===== config.mk =====
export PLATFORM = sky130hd
export DESIGN_NAME = encoder_8_to_3_seq_flat
export DESIGN_NICKNAME = d
export VERILOG_FILES = /design/src/rtl/encoder_8_to_3_seq_if.sv /design/src/rtl/encoder_8_to_3_seq.sv /design/src/flat_wrapper.sv
export SDC_FILE = /design/constraint.sdc
export NUM_CORES = 1
export LEC_CHECK = 0
export CAP_MARGIN = 10
export CORE_MARGIN = 4
export CORE_UTILIZATION = 49
export CTS_CLUSTER_SIZE = 14
export DETAILED_ROUTE_END_ITERATION = 10
export PLACE_DENSITY = 0.82
export SLEW_MARGIN = 25
export SYNTH_ARGS = -nofsm -noshare
export SYNTH_HDL_FRONTEND = slang
export SYNTH_SLANG_ARGS = --single-unit

===== constraint.sdc =====
create_clock -name in_clk -period 5.5 [get_ports in_clk]
set_input_delay 1.1 -clock in_clk [delete_from_list [all_inputs] [get_ports in_clk]]
set_output_delay 1.1 -clock in_clk [all_outputs]
set_load 0.02 [all_outputs]

===== src/rtl/encoder_8_to_3_seq_if.sv =====
// Handshake bundle for the sequential 8-to-3 encoder.
// The request side loads a vector and the code side drains it with valid/ready beats.
interface encoder_8_to_3_seq_if #(
    parameter int N_IN = 8
);
    localparam int W_OUT = $clog2(N_IN);

    logic             in_load;
    logic [N_IN-1:0]  in_a;
    logic             in_ready;
    logic             out_valid;
    logic [W_OUT-1:0] out_y;
    logic             out_last;
    logic             out_busy;
    logic [W_OUT:0]   out_count;
    logic             out_err;

    modport master (
        output in_load, in_a, in_ready,
        input  out_valid, out_y, out_last, out_busy, out_count, out_err
    );

    modport slave (
        input  in_load, in_a, in_ready,
        output out_valid, out_y, out_last, out_busy, out_count, out_err
    );
endinterface


===== src/rtl/encoder_8_to_3_seq.sv =====
// Sequential 8-to-3 encoder: captures a multi-hot request vector and
// serialises the index of every set bit, one per accepted beat, in priority order.
module encoder_8_to_3_seq #(
    parameter int N_IN      = 8,
    parameter bit MSB_FIRST = 1'b0
) (
    input  logic                 in_clk,
    input  logic                 in_rst_n,
    encoder_8_to_3_seq_if.slave  bus
);
    localparam int W_OUT = $clog2(N_IN);

    typedef enum logic {
        IDLE,
        DRAIN
    } state_t;

    state_t           state_q;
    logic [N_IN-1:0]  pending_q;
    logic [N_IN-1:0]  pending_d;
    logic             valid_q;
    logic             busy_q;
    logic             err_q;
    logic [W_OUT-1:0] selIdx;
    logic [W_OUT:0]   popCount;

    // Code, count and the post-acceptance vector depend on pending only, never on inputs.
    always_comb begin
        selIdx   = '0;
        popCount = '0;
        for (int i = 0; i < N_IN; i++) begin
            if (MSB_FIRST) begin
                if (pending_q[i]) selIdx = W_OUT'(i);
            end else begin
                if (pending_q[N_IN-1-i]) selIdx = W_OUT'(N_IN-1-i);
            end
            popCount = popCount + (W_OUT+1)'(pending_q[i]);
        end
        pending_d = pending_q & ~(N_IN'(1) << selIdx);
    end

    always_ff @(posedge in_clk or negedge in_rst_n) begin
        if (!in_rst_n) begin
            state_q   <= IDLE;
            pending_q <= '0;
            valid_q   <= 1'b0;
            busy_q    <= 1'b0;
            err_q     <= 1'b0;
        end else begin
            err_q <= 1'b0;
            case (state_q)
                IDLE: begin
                    if (bus.in_load) begin
                        if (bus.in_a != '0) begin
                            pending_q <= bus.in_a;
                            state_q   <= DRAIN;
                            valid_q   <= 1'b1;
                            busy_q    <= 1'b1;
                        end else begin
                            err_q <= 1'b1;
                        end
                    end
                end
                DRAIN: begin
                    // Loads are ignored here, even on the cycle the last beat leaves.
                    if (bus.in_ready) begin
                        pending_q <= pending_d;
                        if (popCount == (W_OUT+1)'(1)) begin
                            state_q <= IDLE;
                            valid_q <= 1'b0;
                            busy_q  <= 1'b0;
                        end
                    end
                end
                default: begin
                    state_q   <= IDLE;
                    pending_q <= '0;
                    valid_q   <= 1'b0;
                    busy_q    <= 1'b0;
                end
            endcase
        end
    end

    assign bus.out_valid = valid_q;
    assign bus.out_busy  = busy_q;
    assign bus.out_err   = err_q;
    assign bus.out_y     = selIdx;
    assign bus.out_count = popCount;
    assign bus.out_last  = (popCount == (W_OUT+1)'(1));
endmodule

===== src/flat_wrapper.sv =====
// flat-port wrapper written by rule: the top's interface ports become plain ports
module encoder_8_to_3_seq_flat 
#(
    parameter int N_IN      = 8,
    parameter bit MSB_FIRST = 1'b0
)
  (in_clk, in_rst_n, bus_in_load, bus_in_a, bus_in_ready, bus_out_valid, bus_out_y, bus_out_last, bus_out_busy, bus_out_count, bus_out_err);
  encoder_8_to_3_seq_if #(.N_IN(N_IN)) bus_i ();
  input  logic in_clk;
  input  logic in_rst_n;
  input wire logic [$bits(bus_i.in_load)-1:0] bus_in_load;
  input wire logic [$bits(bus_i.in_a)-1:0] bus_in_a;
  input wire logic [$bits(bus_i.in_ready)-1:0] bus_in_ready;
  output wire logic [$bits(bus_i.out_valid)-1:0] bus_out_valid;
  output wire logic [$bits(bus_i.out_y)-1:0] bus_out_y;
  output wire logic [$bits(bus_i.out_last)-1:0] bus_out_last;
  output wire logic [$bits(bus_i.out_busy)-1:0] bus_out_busy;
  output wire logic [$bits(bus_i.out_count)-1:0] bus_out_count;
  output wire logic [$bits(bus_i.out_err)-1:0] bus_out_err;
  assign bus_i.in_load = bus_in_load;
  assign bus_i.in_a = bus_in_a;
  assign bus_i.in_ready = bus_in_ready;
  assign bus_out_valid = bus_i.out_valid;
  assign bus_out_y = bus_i.out_y;
  assign bus_out_last = bus_i.out_last;
  assign bus_out_busy = bus_i.out_busy;
  assign bus_out_count = bus_i.out_count;
  assign bus_out_err = bus_i.out_err;
  encoder_8_to_3_seq #(.N_IN(N_IN), .MSB_FIRST(MSB_FIRST)) u_core (.in_clk(in_clk), .in_rst_n(in_rst_n), .bus(bus_i));
endmodule

==> flow_summary.toml, run 1 <==
[critical_path]
cp_max_fo = 7
cp-start-kind = "flop"
cpLargestDelayFamily = "adder cells"
worstSetupPathType = "reg -> out"
critPathBufInv = 3
crit_required_ps = 4400
slowest_stage = "clkdlybuf4s50_1"
worstRegToRegCells = 10
crit_top_cell = "fa_1"
worst_path_largest_cell_delay_ps = 590
crit_arrival_ps = 3940
path_cells = "ha_1 -> inv_1 -> fa_1 -> fa_1 -> fa_1 -> inv_1 -> fa_1 -> nor3_1 -> and2_1 -> clkdlybuf4s50_1"
cp-end-kind = "primary output"
cp.depth = 10

[clock_network]
htreeDepth = 1
cts.sinks = 11
numCtsBuffers = 3
clk_pin_slew_ps = 80
insertion_delay_ps = 270
cts_tree = "built"
post_cts_buffers = 0
ctsHoldBuffers = 0
cts_buffer_depth = 2
cts-root-buf = "clkbuf_4"
cts_resized = 0

[global_routing]
antenna_found_initial = 0
grt_pass1_wl_um = 2720
grt_pass1_vias = 664
gr-total-overflow = 0
grt_usage_pct = 17.0
grt_max_degree = 12

[hold_path]
holdPathStages = 1
hp-class = "reg -> reg"

[yosys]
yosysWarnings = 0
ys_ff_latch = 11
synth_cell_types = 30
yosysSeqAreaShare_pct = 35.4
syn-num-nets = 101
synth_area_per_cell_um2 = 9.49
postSynthCellCount = 82
syn-cell-area_um2 = 778

[drt]
firstDrtPassIters = 4
top_layer = "met4"
vias = 701
dr_wl_met2_um = 829
dr_wl_met3_um = 119
ant_nets = 0
drc_errors = 0
drt_iter0_markers = 13
wire_per_inst_um = 14.2
via_per_inst = 5.84
wl_met1_um = 752
routed_wl_um = 1710

[layout]
drive_above_1_share_pct = 5.77
n_fill_cell = 123
syn_to_final_growth_pct = 31.5
final_nets = 124
diodes = 0
final_cell_mix = "22 x clkdlybuf4s50_1, 13 x inv_1, 11 x dfrtp_1, 6 x o21ai_0"
layout_commonest_cell = "clkdlybuf4s50_1"

[floorplan]
die-width_um = 47.9
rows = 14
core_area_um2 = 1510
die_area_um2 = 2290
fp.dieH_um = 47.9
pin_count = 23
start_util_pct = 51.7

[timing]
finalHoldViolCount = 0
tightest_slew_ps = 620
setup_tns_ps = 0
drv_slew = 0
skew_ps = 8.82
rsz0062_at_grt = "false"
setup_viol = 0
max_slew_margin_pct = 58.3
finalCriticalPeriod_ps = 5040
finalCritPeriodShare_pct = 91.6
max_freq_mhz = 198

[place]
dpl.hpwl_um = 1360
io_buffers = 22
gp_congestion = 0.794

[run_status]
run_status = "finished, final reports clean"

[flow_run]
cap_viol_max_count = 0
## cell type report
| cell class | instances | area (µm²) | area share, % |
|---|---|---|---|
| Tap cell | 16 | 20.0 | 1.96 |
| Timing Repair Buffer | 22 | 220 | 21.5 |
| Clock buffer | 4 | 26.3 | 2.57 |
| Multi-Input combinational cell | 54 | 433 | 42.3 |
| Inverter | 13 | 48.8 | 4.77 |
| Sequential cell | 11 | 275 | 26.9 |
## metal layers
metal | GRT usage (%) | vias to the layer above
li1 | - | 336
met4 | 5.38 | 0
met1 | 20.3 | 339
met5 | 0 | -
met3 | 4.51 | 2
met2 | 29.6 | 24
## flip-flops by register name (all words and copies together) (netlist names)
name                  count
u_core.pending_q          8
u_core.bus.out_err        1
u_core.bus.out_valid      1
u_core.state_q            1
## cell usage after synthesis, drive strengths merged
master | instances | area (µm²)
a21oi | 3 | 15.0
nand3 | 2 | 10.0
buf | 2 | 12.5
fa | 4 | 80.1
a31oi | 1 | 6.26
o21ai | 6 | 30.0
nor2 | 3 | 11.3
inv | 13 | 48.8
nor3 | 2 | 10.0
xor2 | 1 | 8.76
a32oi | 2 | 17.5
a22o | 4 | 35.0
dfrtp | 11 | 275
o31ai | 3 | 22.5
a21boi | 1 | 18.8
or4 | 1 | 11.3
and2 | 2 | 12.5
nand2b | 1 | 6.26
nor4 | 3 | 25.0
a21o | 4 | 30.0
o22ai | 1 | 6.26
and3 | 1 | 6.26
o31a | 1 | 8.76
nand2 | 3 | 11.3
ha | 3 | 37.5
clkbuf | 2 | 8.75
nor2b | 2 | 12.5
## cells by family after synthesis
logic type / share of synthesized area (%)
adder cells (fa/ha/maj): 15.1
flip-flops: 35.4
XOR/XNOR: 1.13
AND/OR/NAND/NOR: 15.0
buffers and inverters: 9.00
AO/OA/AOI/OAI: 24.4
## worst paths after layout
check	end	start	slack, ps
worst max-delay path	bus_out_last	u_core.pending_q[0]	460
worst min-delay path	u_core.bus.out_valid	u_core.bus.out_valid	500
worst max register to register	u_core.bus.out_valid	u_core.pending_q[0]	2170
worst min register to register	u_core.bus.out_valid	u_core.bus.out_valid	500
max in group asynchronous	u_core.bus.out_err	in_rst_n	3990
min in group asynchronous	u_core.bus.out_valid	in_rst_n	1160
## through the flow
step / instances / hold slack (ps) / util (%) / area, µm² / worst slack (ps)
2_1_floorplan: 82 / 502 / - / 778 / 1240
3_3_place_gp: 116 / 486 / 66.2 / 997 / 827
5_1_grt: 120 / 551 / 67.9 / 1020 / 218
4_1_cts: 120 / 506 / 67.9 / 1020 / 456
3_5_place_dp: 116 / 489 / 66.2 / 997 / 758
6_report: 120 / 500 / 67.9 / 1020 / 461
Power of run 1 is left out: the tool's default activity adds up to more than one toggle a clock period on the data nets, which glitch-free logic cannot reach.
==> inputs of run 2 (changes only) <==
--- a/config.mk
+++ b/config.mk
@@ -5,12 +5,13 @@
 export SDC_FILE = /design/constraint.sdc
 export NUM_CORES = 1
 export LEC_CHECK = 0
+export ABC_AREA = 1
 export CAP_MARGIN = 10
 export CORE_MARGIN = 4
-export CORE_UTILIZATION = 49
+export CORE_UTILIZATION = 50
 export CTS_CLUSTER_SIZE = 14
 export DETAILED_ROUTE_END_ITERATION = 10
-export PLACE_DENSITY = 0.82
+export PLACE_DENSITY = 0.93
 export SLEW_MARGIN = 25
 export SYNTH_ARGS = -nofsm -noshare
 export SYNTH_HDL_FRONTEND = slang
==> run 2 against run 1 <==
Via count is 12% higher. Core utilization is 3.4 points higher. Die area is 8.7% higher. Global-route usage is 0.48 points higher. Critical path type unchanged.
==> flow_summary.toml, run 2 <==
[floorplan]
die_area_um2 = 2490
core_area_um2 = 1580
die-width_um = 49.9
start_util_pct = 55.6
pin_count = 23
rows = 14
fp.dieH_um = 49.9

[yosys]
postSynthCellCount = 118
yosysMostFrequentCell = "nand2_1"
yosysSeqAreaShare_pct = 31.4
ys_top_cells_by_area = "dfrtp_1 31%, nand2_1 19%, fa_1 9.1%"
ys.flop_type = "dfrtp_1"
ys_ff_latch = 11
async_flop_share_pct = 100
syn-cell-area_um2 = 877
synth_cell_types = 23
synth_area_per_cell_um2 = 7.43
synth_commonest_cells = "44 x nand2_1, 17 x inv_1, 11 x dfrtp_1"
synth_top_area_share_pct = 31.4
syn-num-nets = 137
yosysWarnings = 0
synth_edf_count = 0
synth_top_area_cell = "dfrtp_1"

[drt]
firstDrtPassIters = 4
routed_wl_um = 1930
ant_nets = 0
via_per_inst = 4.99
drt_iter0_markers = 7
top_layer = "met4"
dr_wl_met2_um = 1070
wl_met1_um = 735
vias = 788
wire_per_inst_um = 12.2
dr_wl_met3_um = 110
drc_errors = 0

[clock_network]
cts-root-buf = "clkbuf_4"
numCtsBuffers = 3
cts_resized = 0
ctsHoldBuffers = 0
post_cts_buffers = 0
clk_pin_slew_ps = 70
cts_buffer_depth = 2
cts.sinks = 11
htreeDepth = 1
insertion_delay_ps = 270
cts_tree = "built"

[critical_path]
crit_arrival_ps = 3840
path_cells = "ha_1 -> inv_1 -> fa_1 -> fa_1 -> fa_1 -> inv_1 -> fa_1 -> nor4_4 -> clkdlybuf4s50_1"
r2r_setup_slack_ps = 2230
worst_path_largest_cell_delay_ps = 650
critPathLaunch = "u_core.pending_q[1]"
crit_required_ps = 4400
critPathBufInv = 3
slowest_stage = "clkdlybuf4s50_1"
cpLargestDelayFamily = "adder cells"
cp-start-kind = "flop"
cp-end-kind = "primary output"
crit_top_cell = "fa_1"
worstSetupPathType = "reg -> out"
r2r-start = "u_core.pending_q[1]"
cp_max_fo = 4

[place]
gp_congestion = 0.887
dpl.hpwl_um = 1690
io_buffers = 22
place_worst_setup_slack_ps = 836

[timing]
finalHoldViolCount = 0
skew_ps = 0.813
rsz0062_at_grt = "false"
max_freq_mhz = 203
finalCriticalPeriod_ps = 4940
max_slew_margin_pct = 67.0
tightest_slew_ps = 493
fin_ws_ps = 564
setup_tns_ps = 0
setup_viol = 0
drv_slew = 0
finalCritPeriodShare_pct = 89.8

[global_routing]
grt_pass1_wl_um = 3350
grt_usage_pct = 17.5
antenna_found_initial = 0
grt_max_degree = 12
gr-total-overflow = 0
grt_pass1_vias = 817

[hold_path]
hp-class = "reg -> reg"
hp-start = "u_core.pending_q[6]"

[layout]
drive_above_1_share_pct = 14.1
final_nets = 162
syn_to_final_growth_pct = 28.2
final_cell_mix = "44 x nand2_1, 22 x clkdlybuf4s50_1, 17 x inv_1, 11 x dfrtp_1, 8 x nand3_1"
top_register = "u_core.pending_q"
largest_reg_flops = 8
layout_commonest_cell = "nand2_1"
diodes = 0

[flow_run]
cap_viol_max_count = 0

[run_status]
run_status = "finished, final reports clean"
==> run 2: changes by cell type in the layout (fill, tap and decap cells not counted), sizes merged, moves of 2 or more <==
cell and delta:
nand2 +45, inv +10, nand3 +7, nor2 +5, a21o -4, a22o -4
a21oi -3, o31ai -3, a32oi -2, and2 -2, nor2b -2, nor4 -2
o21ai -2
==> run 2: cell families after synthesis <==
family | count (synthesis) | share of synthesized area, %
and+or+nand+nor | 68 | 36.8
buffers and inverters | 25 | 12.3
DFF | 11 | 31.4
adders and majority gates | 7 | 13.4
AOI/OAI and AO/OA | 6 | 5.14
xor gates and xnor gates | 1 | 0.999
==> run 2: worst reg2reg max path: stages (launching register included) <==
cell and delay [ps]:
dfrtp_1 410, ha_1 290, inv_1 50, fa_1 490
fa_1 430, fa_1 380, inv_1 100, fa_1 460
nor4_4 310, nand3_1 110, nand2_1 80, nand2_1 50
==> run 2: stage by stage <==
step                      cell area, µm²  hold WS [ps]  util [%]  std cells
after floorplan                      877           460         -        118
after global placement              1100           477      69.7        154
after detailed placement            1100           506      69.7        154
after CTS                           1120           520      71.3        158
after global routing                1120           557      71.3        158
final                               1120           521      71.3        158
==> run 2: per-layer routing <==
layer / GRT usage (%) / up-vias
met5: 0 / -
met4: 9.22 / 0
met3: 3.01 / 2
met2: 32.8 / 25
met1: 18.3 / 354
li1: - / 407
==> run 2: final timing paths <==
path / end / depth (start not counted)
min in group asynchronous: u_core.pending_q[7] / 1
min reg2reg: u_core.pending_q[6] / 2
max: bus_out_last / 9
max reg2reg: u_core.bus.out_valid / 11
max in group asynchronous: u_core.pending_q[5] / 1
min: u_core.pending_q[6] / 2
==> run 2: cell type report <==
type / count / area, µm²
multi-input cells: 82 / 494
fillers: 128 / 452
flip-flops and latches: 11 / 275
repair buffers: 22 / 220
inverters: 23 / 88.8
clock buffers: 4 / 26.3
well taps: 16 / 20.0
Power of run 2 is left out for the same reason.
